## src/rtl/chunk_row_burster_if.sv

```systemverilog
// Row-descriptor and burst-command streams of chunk_row_burster.
// master: row producer / cmd consumer; slave: the burster.
interface chunk_row_burster_if #(
   parameter int GBW    = 32,
   parameter int VSIZE  = 16,
   parameter int LEN_BW = 16,
   parameter int BMAX   = 8
);
   localparam int V_BW = $clog2(VSIZE);
   localparam int BBW  = $clog2(BMAX);

   logic              row_rdy;
   logic              row_ack;
   logic [GBW-1:0]    i_row_linear;
   logic              i_row_islast;
   logic [V_BW-1:0]   i_row_pad;
   logic [LEN_BW-1:0] i_row_len;

   logic              cmd_rdy;
   logic              cmd_ack;
   logic [GBW-1:0]    o_cmd_addr;
   logic [BBW-1:0]    o_cmd_len;
   logic [V_BW-1:0]   o_cmd_pad;
   logic              o_cmd_rowlast;
   logic              o_cmd_islast;

   modport master (
      output row_rdy, i_row_linear, i_row_islast,
      output i_row_pad, i_row_len, cmd_ack,
      input  row_ack, cmd_rdy, o_cmd_addr, o_cmd_len,
      input  o_cmd_pad, o_cmd_rowlast, o_cmd_islast
   );

   modport slave (
      input  row_rdy, i_row_linear, i_row_islast,
      input  i_row_pad, i_row_len, cmd_ack,
      output row_ack, cmd_rdy, o_cmd_addr, o_cmd_len,
      output o_cmd_pad, o_cmd_rowlast, o_cmd_islast
   );
endinterface

```

## src/rtl/chunk_row_burster.sv

```systemverilog
// Splits row descriptors into bursts that never cross a BMAX-vector boundary.
// Ports: i_clk, i_rst (async active-low), bus (row in / cmd out, slave side).
module chunk_row_burster #(
   parameter int GBW    = 32,
   parameter int VSIZE  = 16,
   parameter int LEN_BW = 16,
   parameter int BMAX   = 8
) (
   input  logic                 i_clk,
   input  logic                 i_rst,
   chunk_row_burster_if.slave   bus
);
   localparam int V_BW = $clog2(VSIZE);
   localparam int BBW  = $clog2(BMAX);
   localparam int CW   = LEN_BW + 1;

   typedef enum logic {S_IDLE, S_BUSY} state_t;

   state_t            state_q, state_d;
   logic [GBW-1:0]    addr_q;
   logic [LEN_BW-1:0] remain_q;
   logic              islast_q;
   logic [V_BW-1:0]   pad_q;

   logic [CW-1:0]     room, need, blen;
   logic              rowlast;
   logic              take, step;

   // room to the next aligned boundary is 1..BMAX
   always_comb begin
      room    = CW'(BMAX) - CW'(addr_q[BBW-1:0]);
      need    = CW'(remain_q) + CW'(1);
      rowlast = (need <= room);
      blen    = rowlast ? need : room;
   end

   always_comb begin
      state_d = state_q;
      take    = 1'b0;
      step    = 1'b0;
      unique case (state_q)
         S_IDLE: begin
            if (bus.row_rdy) begin
               take    = 1'b1;
               state_d = S_BUSY;
            end
         end
         S_BUSY: begin
            if (bus.cmd_ack) begin
               if (!rowlast) begin
                  step = 1'b1;
               end else if (bus.row_rdy) begin
                  // next row loads on the final ack: no bubble
                  take = 1'b1;
               end else begin
                  state_d = S_IDLE;
               end
            end
         end
         default: state_d = S_IDLE;
      endcase
   end

   always_ff @(posedge i_clk or negedge i_rst) begin
      if (!i_rst) begin
         state_q <= S_IDLE;
      end else begin
         state_q <= state_d;
      end
   end

   always_ff @(posedge i_clk or negedge i_rst) begin
      if (!i_rst) begin
         addr_q   <= '0;
         remain_q <= '0;
         islast_q <= 1'b0;
         pad_q    <= '0;
      end else if (take) begin
         addr_q   <= bus.i_row_linear;
         remain_q <= bus.i_row_len;
         islast_q <= bus.i_row_islast;
         pad_q    <= bus.i_row_pad;
      end else if (step) begin
         addr_q   <= addr_q + GBW'(blen);
         remain_q <= remain_q - LEN_BW'(blen);
         pad_q    <= '0;
      end
   end

   // gate with reset so a held row_rdy is not acked during reset
   assign bus.row_ack       = take & i_rst;
   assign bus.cmd_rdy       = (state_q == S_BUSY);
   assign bus.o_cmd_addr    = addr_q;
   assign bus.o_cmd_len     = BBW'(blen - CW'(1));
   assign bus.o_cmd_pad     = pad_q;
   assign bus.o_cmd_rowlast = rowlast;
   assign bus.o_cmd_islast  = rowlast & islast_q;
endmodule

```

## src/flat_wrapper.sv

```systemverilog
// flat-port wrapper written by rule: the top's interface ports become plain ports
module chunk_row_burster_flat 
#(
   parameter int GBW    = 32,
   parameter int VSIZE  = 16,
   parameter int LEN_BW = 16,
   parameter int BMAX   = 8
)
  (i_clk, i_rst, bus_row_rdy, bus_i_row_linear, bus_i_row_islast, bus_i_row_pad, bus_i_row_len, bus_cmd_ack, bus_row_ack, bus_cmd_rdy, bus_o_cmd_addr, bus_o_cmd_len, bus_o_cmd_pad, bus_o_cmd_rowlast, bus_o_cmd_islast);
  chunk_row_burster_if #(.GBW(GBW), .VSIZE(VSIZE), .LEN_BW(LEN_BW), .BMAX(BMAX)) bus_i ();
  input  logic i_clk;
  input  logic i_rst;
  input wire logic [$bits(bus_i.row_rdy)-1:0] bus_row_rdy;
  input wire logic [$bits(bus_i.i_row_linear)-1:0] bus_i_row_linear;
  input wire logic [$bits(bus_i.i_row_islast)-1:0] bus_i_row_islast;
  input wire logic [$bits(bus_i.i_row_pad)-1:0] bus_i_row_pad;
  input wire logic [$bits(bus_i.i_row_len)-1:0] bus_i_row_len;
  input wire logic [$bits(bus_i.cmd_ack)-1:0] bus_cmd_ack;
  output wire logic [$bits(bus_i.row_ack)-1:0] bus_row_ack;
  output wire logic [$bits(bus_i.cmd_rdy)-1:0] bus_cmd_rdy;
  output wire logic [$bits(bus_i.o_cmd_addr)-1:0] bus_o_cmd_addr;
  output wire logic [$bits(bus_i.o_cmd_len)-1:0] bus_o_cmd_len;
  output wire logic [$bits(bus_i.o_cmd_pad)-1:0] bus_o_cmd_pad;
  output wire logic [$bits(bus_i.o_cmd_rowlast)-1:0] bus_o_cmd_rowlast;
  output wire logic [$bits(bus_i.o_cmd_islast)-1:0] bus_o_cmd_islast;
  assign bus_i.row_rdy = bus_row_rdy;
  assign bus_i.i_row_linear = bus_i_row_linear;
  assign bus_i.i_row_islast = bus_i_row_islast;
  assign bus_i.i_row_pad = bus_i_row_pad;
  assign bus_i.i_row_len = bus_i_row_len;
  assign bus_i.cmd_ack = bus_cmd_ack;
  assign bus_row_ack = bus_i.row_ack;
  assign bus_cmd_rdy = bus_i.cmd_rdy;
  assign bus_o_cmd_addr = bus_i.o_cmd_addr;
  assign bus_o_cmd_len = bus_i.o_cmd_len;
  assign bus_o_cmd_pad = bus_i.o_cmd_pad;
  assign bus_o_cmd_rowlast = bus_i.o_cmd_rowlast;
  assign bus_o_cmd_islast = bus_i.o_cmd_islast;
  chunk_row_burster #(.GBW(GBW), .VSIZE(VSIZE), .LEN_BW(LEN_BW), .BMAX(BMAX)) u_core (.i_clk(i_clk), .i_rst(i_rst), .bus(bus_i));
endmodule
```

## config.mk

```make
export PLATFORM = sky130hd
export DESIGN_NAME = chunk_row_burster_flat
export DESIGN_NICKNAME = d
export VERILOG_FILES = /design/src/rtl/chunk_row_burster_if.sv /design/src/rtl/chunk_row_burster.sv /design/src/flat_wrapper.sv
export SDC_FILE = /design/constraint.sdc
export NUM_CORES = 1
export LEC_CHECK = 0
export BUFFER_PORTS_ARGS = -buffer_cell sky130_fd_sc_hd__clkbuf_2
export CAP_MARGIN = 15
export CORE_MARGIN = 2
export CORE_UTILIZATION = 48
export DETAILED_ROUTE_END_ITERATION = 6
export PLACE_DENSITY = 0.72
export SLEW_MARGIN = 25
export SYNTH_ARGS = -nofsm -noshare
export SYNTH_HDL_FRONTEND = slang
export SYNTH_SLANG_ARGS = --single-unit
```

## constraint.sdc

```tcl
create_clock -name i_clk -period 12.3 [get_ports i_clk]
set_clock_uncertainty 0.15 [all_clocks]
set_input_delay 1.23 -clock i_clk [delete_from_list [all_inputs] [get_ports i_clk]]
set_output_delay 1.23 -clock i_clk [all_outputs]
set_load 0.01 [all_outputs]
```

# --- After elaboration in Yosys (flattened, before gate mapping) ---
# Cells that the tools add are included.
totals:
  regBits: 54
  inputBits: 57
  output_inout_bits: 43
  wordCells: 32
classes:
  addsub: 5
  magnitude_cmp: 1
  muxes: 17
  n_bitwise: 3
  reduce_logical: 1
ops:
  columns: ["cell", "n"]
  rows:
  - ["$mux W32", 2]
  - ["$add A32 B17 Y32", 1]
  - ["$mux W16", 2]
  - ["$add A16 B1 Y17 const B", 1]
  - ["$le A17 B17 Y1", 1]
  - ["$mux W17", 1]
  - ["$sub A16 B16 Y16", 1]
  - ["$mux W1", 8]
  - ["$mux W4", 2]
  - ["$sub A4 B3 Y5 const A", 1]
  - ["$pmux W1 S2", 2]
  - ["$sub A3 B1 Y3 const B", 1]
  - ["$and A1 B1 Y1", 2]
  - ["$reduce_bool A2 Y1", 1]
  - ["$not A1 Y1", 1]

# --- Logic depth before layout (Yosys ltp) ---
# Gate-level depths: netlist of the first run.
depth:
  ltp_word: 7
  depth_mapped: 23
  mapped_depth_nobuf: 20

# --- Worst setup path after synthesis of the first run ---
# OpenSTA, ideal clock, no wires.
synth_timing:
  path_type: "reg2reg"
  start: "register u_core.addr_q[1], in the netlist u_core.bus.o_cmd_addr[1]"
  end: "register u_core.addr_q[19], in the netlist u_core.bus.o_cmd_addr[19]"
  setup_ns: 0.082
  arrival_ns: 4.877
  required_time_ns: 12.068
  path_slack_ns: 7.191
  stages_incl_launch_ff: 23
  path_buffers: 3
  synth_period_minus_slack_ns: 5.109
  path_cell_list: "dfrtp_1 inv_1 ha_1 inv_1 ha_1 nor2b_1 o211ai_1 a21oi_1 a211oi_2 and3_1 buf_2 buf_4 mux2i_1 inv_2 ha_1 a211oi_1 nor2_1 o22a_1 a2111oi_2 or2_2 clkbuf_1 or4_1 a31oi_1"
synth_via:
  elab_chain_cells: 6
  word_cells_on_any_way: 13
  classes_between: "add/sub (2); order compare (1); mux (9); reduce/logical (1)"
synth_lines:
  columns: ["element", "line", "text"]
  rows:
  - ["start, declared", "chunk_row_burster.sv:20", "logic [GBW-1:0] addr_q;"]
  - ["start signal, assigned", "chunk_row_burster.sv:79", "addr_q <= bus.i_row_linear;"]
  - ["start signal, assigned", "chunk_row_burster.sv:84", "addr_q <= addr_q + GBW'(blen);"]
  - ["$sub A4 B3 Y5 *", "chunk_row_burster.sv:31", "room = CW'(BMAX) - CW'(addr_q[BBW-1:0]);"]
  - ["$le A17 B17 Y1 *", "chunk_row_burster.sv:33", "rowlast = (need <= room);"]
  - ["net bus_o_cmd_rowlast", "flat_wrapper.sv:24", "output wire logic [$bits(bus_i.o_cmd_rowlast)-1:0] bus_o_cmd_rowlast;"]
  - ["$mux W17 / $mux W1 (equally long branches)", "chunk_row_burster.sv:34, chunk_row_burster.sv:50", null]
  - ["$add A32 B17 Y32 / $mux W1 (equally long branches)", "chunk_row_burster.sv:84, chunk_row_burster.sv:49", null]
  - ["$mux W32 (tied with other cells)", "chunk_row_burster.sv:83", "end else if (step) begin"]
  - ["$mux W32 / $reduce_bool A2 Y1 (equally long branches)", null, null]
# Mark *: on every way through the listed nets, which the timed path passes. The rest lies on a longest branch. The select of a mux whose other input is x is not followed.
# A chain may end at the register's enable or synchronous reset.

# --- Worst setup path after layout of the first run ---
layout_timing:
  start: "register u_core.addr_q[0], in the netlist u_core.bus.o_cmd_addr[0]"
  end: "register u_core.addr_q[30], in the netlist u_core.bus.o_cmd_addr[30]"
layout_via:
  elab_chain_cells: 6
  word_cells_on_any_way: 13
  classes_between: "add/sub (2); order compare (1); mux (9); reduce/logical (1)"
layout_lines:
  columns: ["element", "line"]
  rows:
  - ["$sub A4 B3 Y5", "chunk_row_burster.sv:31"]
  - ["$le A17 B17 Y1", "chunk_row_burster.sv:33"]
  - ["$mux W17 / $mux W1 (equally long branches)", "chunk_row_burster.sv:34, chunk_row_burster.sv:50"]
  - ["$add A32 B17 Y32 / $mux W1 (equally long branches)", "chunk_row_burster.sv:84, chunk_row_burster.sv:49"]
  - ["$mux W32 (tied with other cells)", "chunk_row_burster.sv:83"]
  - ["$mux W32 / $reduce_bool A2 Y1 (equally long branches)", null]
# Parallel ways exist; a longest one is shown, timed or not. The select of a mux whose other input is x is not followed.

==> results.cfg, run 1 <==
[outcome]
status = complete, no violations

[synthesis]
yosysMostFrequentCell = nand2_1
synth_simple_gate_area_share_pct = 26.5
ys_ff_latch = 54
postSynthCellCount = 537
synth_warnings = 0
yosys.area.top_type_share_pct = 30.6
avgSynthCellArea_um2 = 8.21
synth_top_family_by_area = simple AND/OR/NAND/NOR gates
synth_flop_cell = dfrtp_1
yosys-top-cells-area = dfrtp_1 31%, ha_1 7.9%, a31oi_1 5.5%
synth_cell_types = 64
synth_xor_area_share_pct = 4.77
ys_top_cells_by_count = 59 x nand2_1, 58 x nor2_1, 54 x dfrtp_1
synth_area_mm2 = 0.00441
synth_mux_area_share_pct = 0.709
synth_edf_count = 0
async_flop_share_pct = 100
yosys.area.top_type = dfrtp_1
synth_compound_area_share_pct = 23.8
ys_seq_area_share_pct = 30.6
synth_fa_ha_area_share_pct = 8.85

[placement]
dpl.hpwl_um = 8640
portBuffers = 99
place.gp.congestion = 0.855
dp.cells = 733

[power_and_ir_drop]
cell_internal_pwr_w = 0.000648
pwr-share-clk_pct = 10.0
p_sw_w = 0.000603
switching_share_pct = 48.2
cellPowerDensity_mw_per_mm2 = 245
p_comb_share_pct = 62.5
pwr-share-seq_pct = 27.5
vdd_ir_drop_max_uv = 116
leakagePower_nw = 2.36

[route]
drtIter0Drc = 194
viasPerCell = 6.02
finalWirelength_um = 12000
drc_errors = 0
wl_per_cell_um = 16.1
ant_nets = 0
first_pass_iters = 5
num_vias = 4470

[setup_path]
crit_type = reg -> reg
setup.worst_path.start = u_core.bus.o_cmd_addr[0]$_DFFE_PN0P_
cp-endpoint = u_core.bus.o_cmd_addr[30]$_DFFE_PN0P_
crit_arrival_ns = 6.24
r2r_start = u_core.bus.o_cmd_addr[0]$_DFFE_PN0P_
worstRegToRegCells = 19
cp.required_ns = 12.38
end_kind = flip-flop
r2r_end = u_core.bus.o_cmd_addr[30]$_DFFE_PN0P_
crit_fanout = 19
rrSetupSlack_ns = 6.14
crit_path_start_kind = flip-flop

[clock_network]
cts_tree = built
cts_setup_buffers = 0
cts-hold-fix-buffers = 0
cts_root_buffer = clkbuf_8
h-tree-depth = 2
cts_buffer_depth = 2
insertion_delay_ns = 0.31
ctsResizeCount = 0
cts_sinks = 54
cts-buffers-inserted = 5
clkTransAtPathRegs_ns = 0.10

[flow_run]
drv_cap = 0

[floorplanning]
dieHeight_um = 99.9
fp-row-count = 34
dieArea_mm2 = 0.00997
core_mm2 = 0.00881
die_w_um = 99.9
initial_utilization_pct = 50.1
ios = 100

[global_routing]
grt_overflow_total = 0
grt_pass1_vias = 4280
grt_pass1_wl_um = 19900
antenna_found_initial = 1
track_usage_pct = 24.2
grt_max_degree = 61

[timing]
fin_crit_ns = 6.16
tightest_slew_ns = 0.998
tns_ns = 0
setup_viol = 0
rsz0062_at_grt = no
maxSlewHeadroom_pct = 33.5
slew_violations = 0
finalCritPeriodShare_pct = 50.1
finalHoldViolations = 0
max_freq_ghz = 0.162

[cells_and_area]
final_nets = 719
drive_above_1_share_pct = 20.2
syn_to_final_growth_pct = 15.7
stdcell_count = 742

[hold_path]
hold_class = reg -> reg
## layer usage
layer,vias to the layer above,global-route usage [%],routed length [um]
li1,2180,-,-
met1,2124,31.3,5160
met2,147,41.0,5870
met3,19,3.90,706
met4,0,8.85,212
met5,-,0,0
## worst min-delay path by stage
stage / start / to / slack (ns) / depth (start not counted)
after global placement: u_core.islast_q$_DFFE_PN0P_ / u_core.islast_q$_DFFE_PN0P_ / 0.30 / 2
after global routing: u_core.islast_q$_DFFE_PN0P_ / u_core.islast_q$_DFFE_PN0P_ / 0.39 / 2
after floorplan: u_core.islast_q$_DFFE_PN0P_ / u_core.islast_q$_DFFE_PN0P_ / 0.29 / 2
after CTS: u_core.islast_q$_DFFE_PN0P_ / u_core.islast_q$_DFFE_PN0P_ / 0.33 / 2
after detailed placement: u_core.islast_q$_DFFE_PN0P_ / u_core.islast_q$_DFFE_PN0P_ / 0.31 / 2
final: u_core.islast_q$_DFFE_PN0P_ / u_core.islast_q$_DFFE_PN0P_ / 0.33 / 2
## per-stage QoR
stage	setup slack, ns	area (um2)	hold WS, ns	power (W)	util [%]
5_1_grt	5.64	5100	0.389	0.00136	57.9
3_5_place_dp	6.30	4990	0.308	0.00111	56.7
2_1_floorplan	7.19	4460	0.287	0.000905	-
6_report	6.14	5100	0.330	0.00125	58.0
4_1_cts	6.29	5100	0.334	0.00124	57.9
3_3_place_gp	6.61	4990	0.300	0.00109	56.7
## layout make-up
cell class              count  area [um2]
fillers                   819        3700
multi-input cells         451        2920
inverters                  17        63.8
flip-flops and latches     54        1350
clock buffers               6        72.6
diodes                      1        2.50
well taps                 108         135
clock inverters             2        37.5
repair buffers            103         526
## state kept, by name (all words and copies together), names as in the netlist
| name | count |
|---|---|
| u_core.bus.cmd_rdy | 1 |
| u_core.bus.o_cmd_addr | 32 |
| u_core.bus.o_cmd_pad | 4 |
| u_core.islast_q | 1 |
| u_core.remain_q | 16 |
## worst max-delay path: stages (launching register included)
cell,delay (ns)
dfrtp_1,0.47
inv_1,0.07
ha_1,0.30
inv_1,0.05
ha_1,0.28
nor2b_1,0.13
o211ai_1,0.15
a21oi_1,0.10
a211oi_2,0.62
and3_1,0.73
mux2i_1,0.42
inv_2,0.11
fa_1,0.44
a21oi_1,0.24
o2111ai_1,0.29
nand3_1,0.16
nand3_1,0.13
a21oi_1,0.81
o31ai_1,0.20
a31oi_1,0.23
## power by group through the flow
| stage | Clock [W] | Sequential, W | Combinational, W |
|---|---|---|---|
| 2_1_floorplan | 0 | 0.000330 | 0.000574 |
| 3_3_place_gp | 0 | 0.000343 | 0.000743 |
| 3_5_place_dp | 0 | 0.000346 | 0.000762 |
| 4_1_cts | 0.000127 | 0.000342 | 0.000770 |
| 5_1_grt | 0.000134 | 0.000358 | 0.000872 |
| 6_report | 0.000125 | 0.000345 | 0.000782 |
## cell families (layout without fill, tap and decap cells)
kind of cell | count (synthesis) | count (layout)
mux | 3 | 3
simple gates | 230 | 230
fa+ha+maj | 30 | 30
buf+inv | 44 | 128
other cells | 1 | 14
flops | 54 | 54
compound gates | 151 | 151
xor+xnor | 24 | 24
## layout by cell type (no fill, tap or decap), types with 3 or more instances in the layout
cell type / netlist / routed
nand4_1: 5 / 5
xnor2_1: 15 / 15
or3_1: 5 / 5
and4_1: 3 / 3
o21ai_0: 15 / 15
nand3_1: 29 / 29
nor2b_1: 5 / 5
nand2_1: 59 / 59
nor3_1: 11 / 11
ha_1: 28 / 28
and2_1: 7 / 7
a211oi_1: 4 / 4
nand2b_1: 7 / 7
or4b_1: 6 / 6
conb_1: 1 / 13
or4_1: 12 / 12
o211ai_1: 3 / 3
inv_1: 16 / 16
clkbuf_8: 0 / 5
a31oi_1: 39 / 38
nor4_1: 3 / 3
clkbuf_2: 0 / 99
xor2_1: 9 / 9
o31ai_1: 14 / 14
buf_4: 5 / 4
a21o_1: 12 / 12
o41ai_1: 8 / 8
or2_2: 4 / 4
nor2_1: 58 / 58
a21oi_1: 28 / 28
dfrtp_1: 54 / 54
and3_1: 7 / 7
o21a_1: 4 / 4
(Power assumes the default switching activity.)
==> run 2, diff against run 1 <==
clock period = 6.4 ns   (was 12.3 ns; I/O delays follow)
==> run 2 against run 1 <==
  * Highest routed layer unchanged
  * Sequential power rose by 92%
  * Die area unchanged
  * Core utilization shrank 0.16 points
  * Largest cell class unchanged
  * Critical path depth is 1 lower
  * Non-clock buffer count increased by 1
  * Wire length is 0.23% lower
==> results.cfg, run 2 (synthesis gave the netlist of run 1 again) <==
[setup_path]
setup.worst_path.start = u_core.remain_q[0]$_DFFE_PN0P_
crit_path_start_kind = flip-flop
rrSetupSlack_ns = 0.60
crit_arrival_ns = 5.82
crit_type = reg -> reg
worstPathCellList = nand3_1, xnor2_1, ha_1, a21oi_1, a21oi_1, a211oi_2, and3_1, buf_4, mux2i_1, inv_2, fa_1, a21oi_1, o2111ai_1, nand3_1, nand3_1, a21oi_1, or4_1, a31oi_1
crit_fanout = 19
max_stage_delay_ns = 0.81
path_buf_inv = 2
worst-path-stages = 18
cp.required_ns = 6.42
cpMostUsedCell = a21oi_1
worstRegToRegCells = 18
critPathSlowestCell = a21oi_1
r2r_end = u_core.bus.o_cmd_addr[24]$_DFFE_PN0P_
end_kind = flip-flop
crit_family = compound AO/OA/AOI/OAI gates
r2r_start = u_core.remain_q[0]$_DFFE_PN0P_
cp-endpoint = u_core.bus.o_cmd_addr[24]$_DFFE_PN0P_

[timing]
fin_crit_ns = 5.80
setup_viol = 0
tightest_slew_ns = 0.998
finalCritPeriodShare_pct = 90.6
tns_ns = 0
max_freq_ghz = 0.172
maxSlewHeadroom_pct = 33.5
rsz0062_at_grt = no
slew_violations = 0
finalHoldViolations = 0
setup_slack_ns = 0.602

[cells_and_area]
stdcell_count = 742
final_nets = 720
fillCellCount = 795
syn_to_final_growth_pct = 15.4
final_common_cell = clkbuf_2
drive_above_1_share_pct = 20.3
diodes = 0
mostFrequentLayoutCells = 99 x clkbuf_2, 59 x nand2_1, 58 x nor2_1
largest_reg_flops = 32
final_util_pct = 57.8

[floorplanning]
core_mm2 = 0.00881
ios = 100
dieArea_mm2 = 0.00997
fp-row-count = 34
initial_utilization_pct = 50.1
die_w_um = 99.9
dieHeight_um = 99.9

[placement]
place.gp.congestion = 0.879
dp.cells = 734
dpl.hpwl_um = 8760
portBuffers = 99
place_ws_ns = 0.669

[route]
ant_nets = 0
num_vias = 4436
drc_errors = 0
wl_per_cell_um = 16.1
viasPerCell = 5.98
drtIter0Drc = 271
finalWirelength_um = 11900
first_pass_iters = 4

[hold_path]
hold_class = reg -> reg

[clock_network]
clkTransAtPathRegs_ns = 0.10
cts-buffers-inserted = 5
cts_tree = built
ctsResizeCount = 0
cts_sinks = 54
insertion_delay_ns = 0.31
cts-hold-fix-buffers = 0
cts_root_buffer = clkbuf_8
h-tree-depth = 2
cts_buffer_depth = 2
cts_setup_buffers = 0

[outcome]
status = complete, no violations

[flow_run]
drv_cap = 0

[global_routing]
grt_overflow_total = 0
grt_max_degree = 61
grt_pass1_wl_um = 20100
track_usage_pct = 24.4
grt_pass1_vias = 4263
antenna_found_initial = 0

[power_and_ir_drop]
vdd_ir_drop_max_uv = 212
leakagePower_nw = 2.37
cellPowerDensity_mw_per_mm2 = 466
-- run 2: cell types whose count changed in the layout (fill, tap and decap cells not counted), sizes merged --
cell and change:
buf +1, bufinv -1, clkbuf +1, clkinv +1, clkinvlp -1, diode -1
-- run 2: report_power, final --
group	switching [W]	total [W]	internal, W	leakage [nW]
clock	0.000118	0.000206	0.0000879	0.0482
combinational	0.000847	0.00150	0.000657	1.67
sequential	0.000192	0.000663	0.000471	0.650
total	0.00116	0.00237	0.00122	2.37
-- run 2: cell type report --
class	instances	area, um2	area share [%]
clock inverters	1	5.00	0.0983
flip-flops and latches	54	1350	26.5
inverters	17	63.8	1.25
repair buffers	104	533	10.5
clock buffers	7	86.3	1.70
well taps	108	135	2.65
multi-input cells	451	2920	57.3
-- run 2: through the flow --
step	power (W)	hold slack (ns)	area, um2
floorplan	0.00174	0.194	4460
detailed placement	0.00213	0.308	5000
global route	0.00259	0.371	5090
finish	0.00237	0.328	5090
CTS	0.00235	0.336	5090
global placement	0.00209	0.301	5000
-- run 2: tightest hold or removal path: stages (launching register included) --
cell	delay [ns]
dfrtp_1	0.35
nand2_1	0.05
nand2_1	0.06
-- run 2: worst min path at each step --
stage / startpoint / end / slack, ns / cells after the start
floorplan: i_rst / u_core.bus.cmd_rdy$_DFF_PN0_ / 0.19 / 0
global placement: u_core.islast_q$_DFFE_PN0P_ / u_core.islast_q$_DFFE_PN0P_ / 0.30 / 2
detailed placement: u_core.islast_q$_DFFE_PN0P_ / u_core.islast_q$_DFFE_PN0P_ / 0.31 / 2
CTS: u_core.islast_q$_DFFE_PN0P_ / u_core.islast_q$_DFFE_PN0P_ / 0.34 / 2
global route: bus_i_row_pad[3] / u_core.bus.o_cmd_pad[3]$_DFFE_PN0P_ / 0.37 / 3
finish: u_core.islast_q$_DFFE_PN0P_ / u_core.islast_q$_DFFE_PN0P_ / 0.33 / 2
-- run 2: metal layers --
layer / wire length, um / share of wire (%) / track usage, %
met1: 5320 / 45 / 32.5
met2: 5940 / 50 / 41.8
met3: 524 / 4.4 / 3.90
met4: 144 / 1.2 / 5.90
met5: 0 / 0 / 0
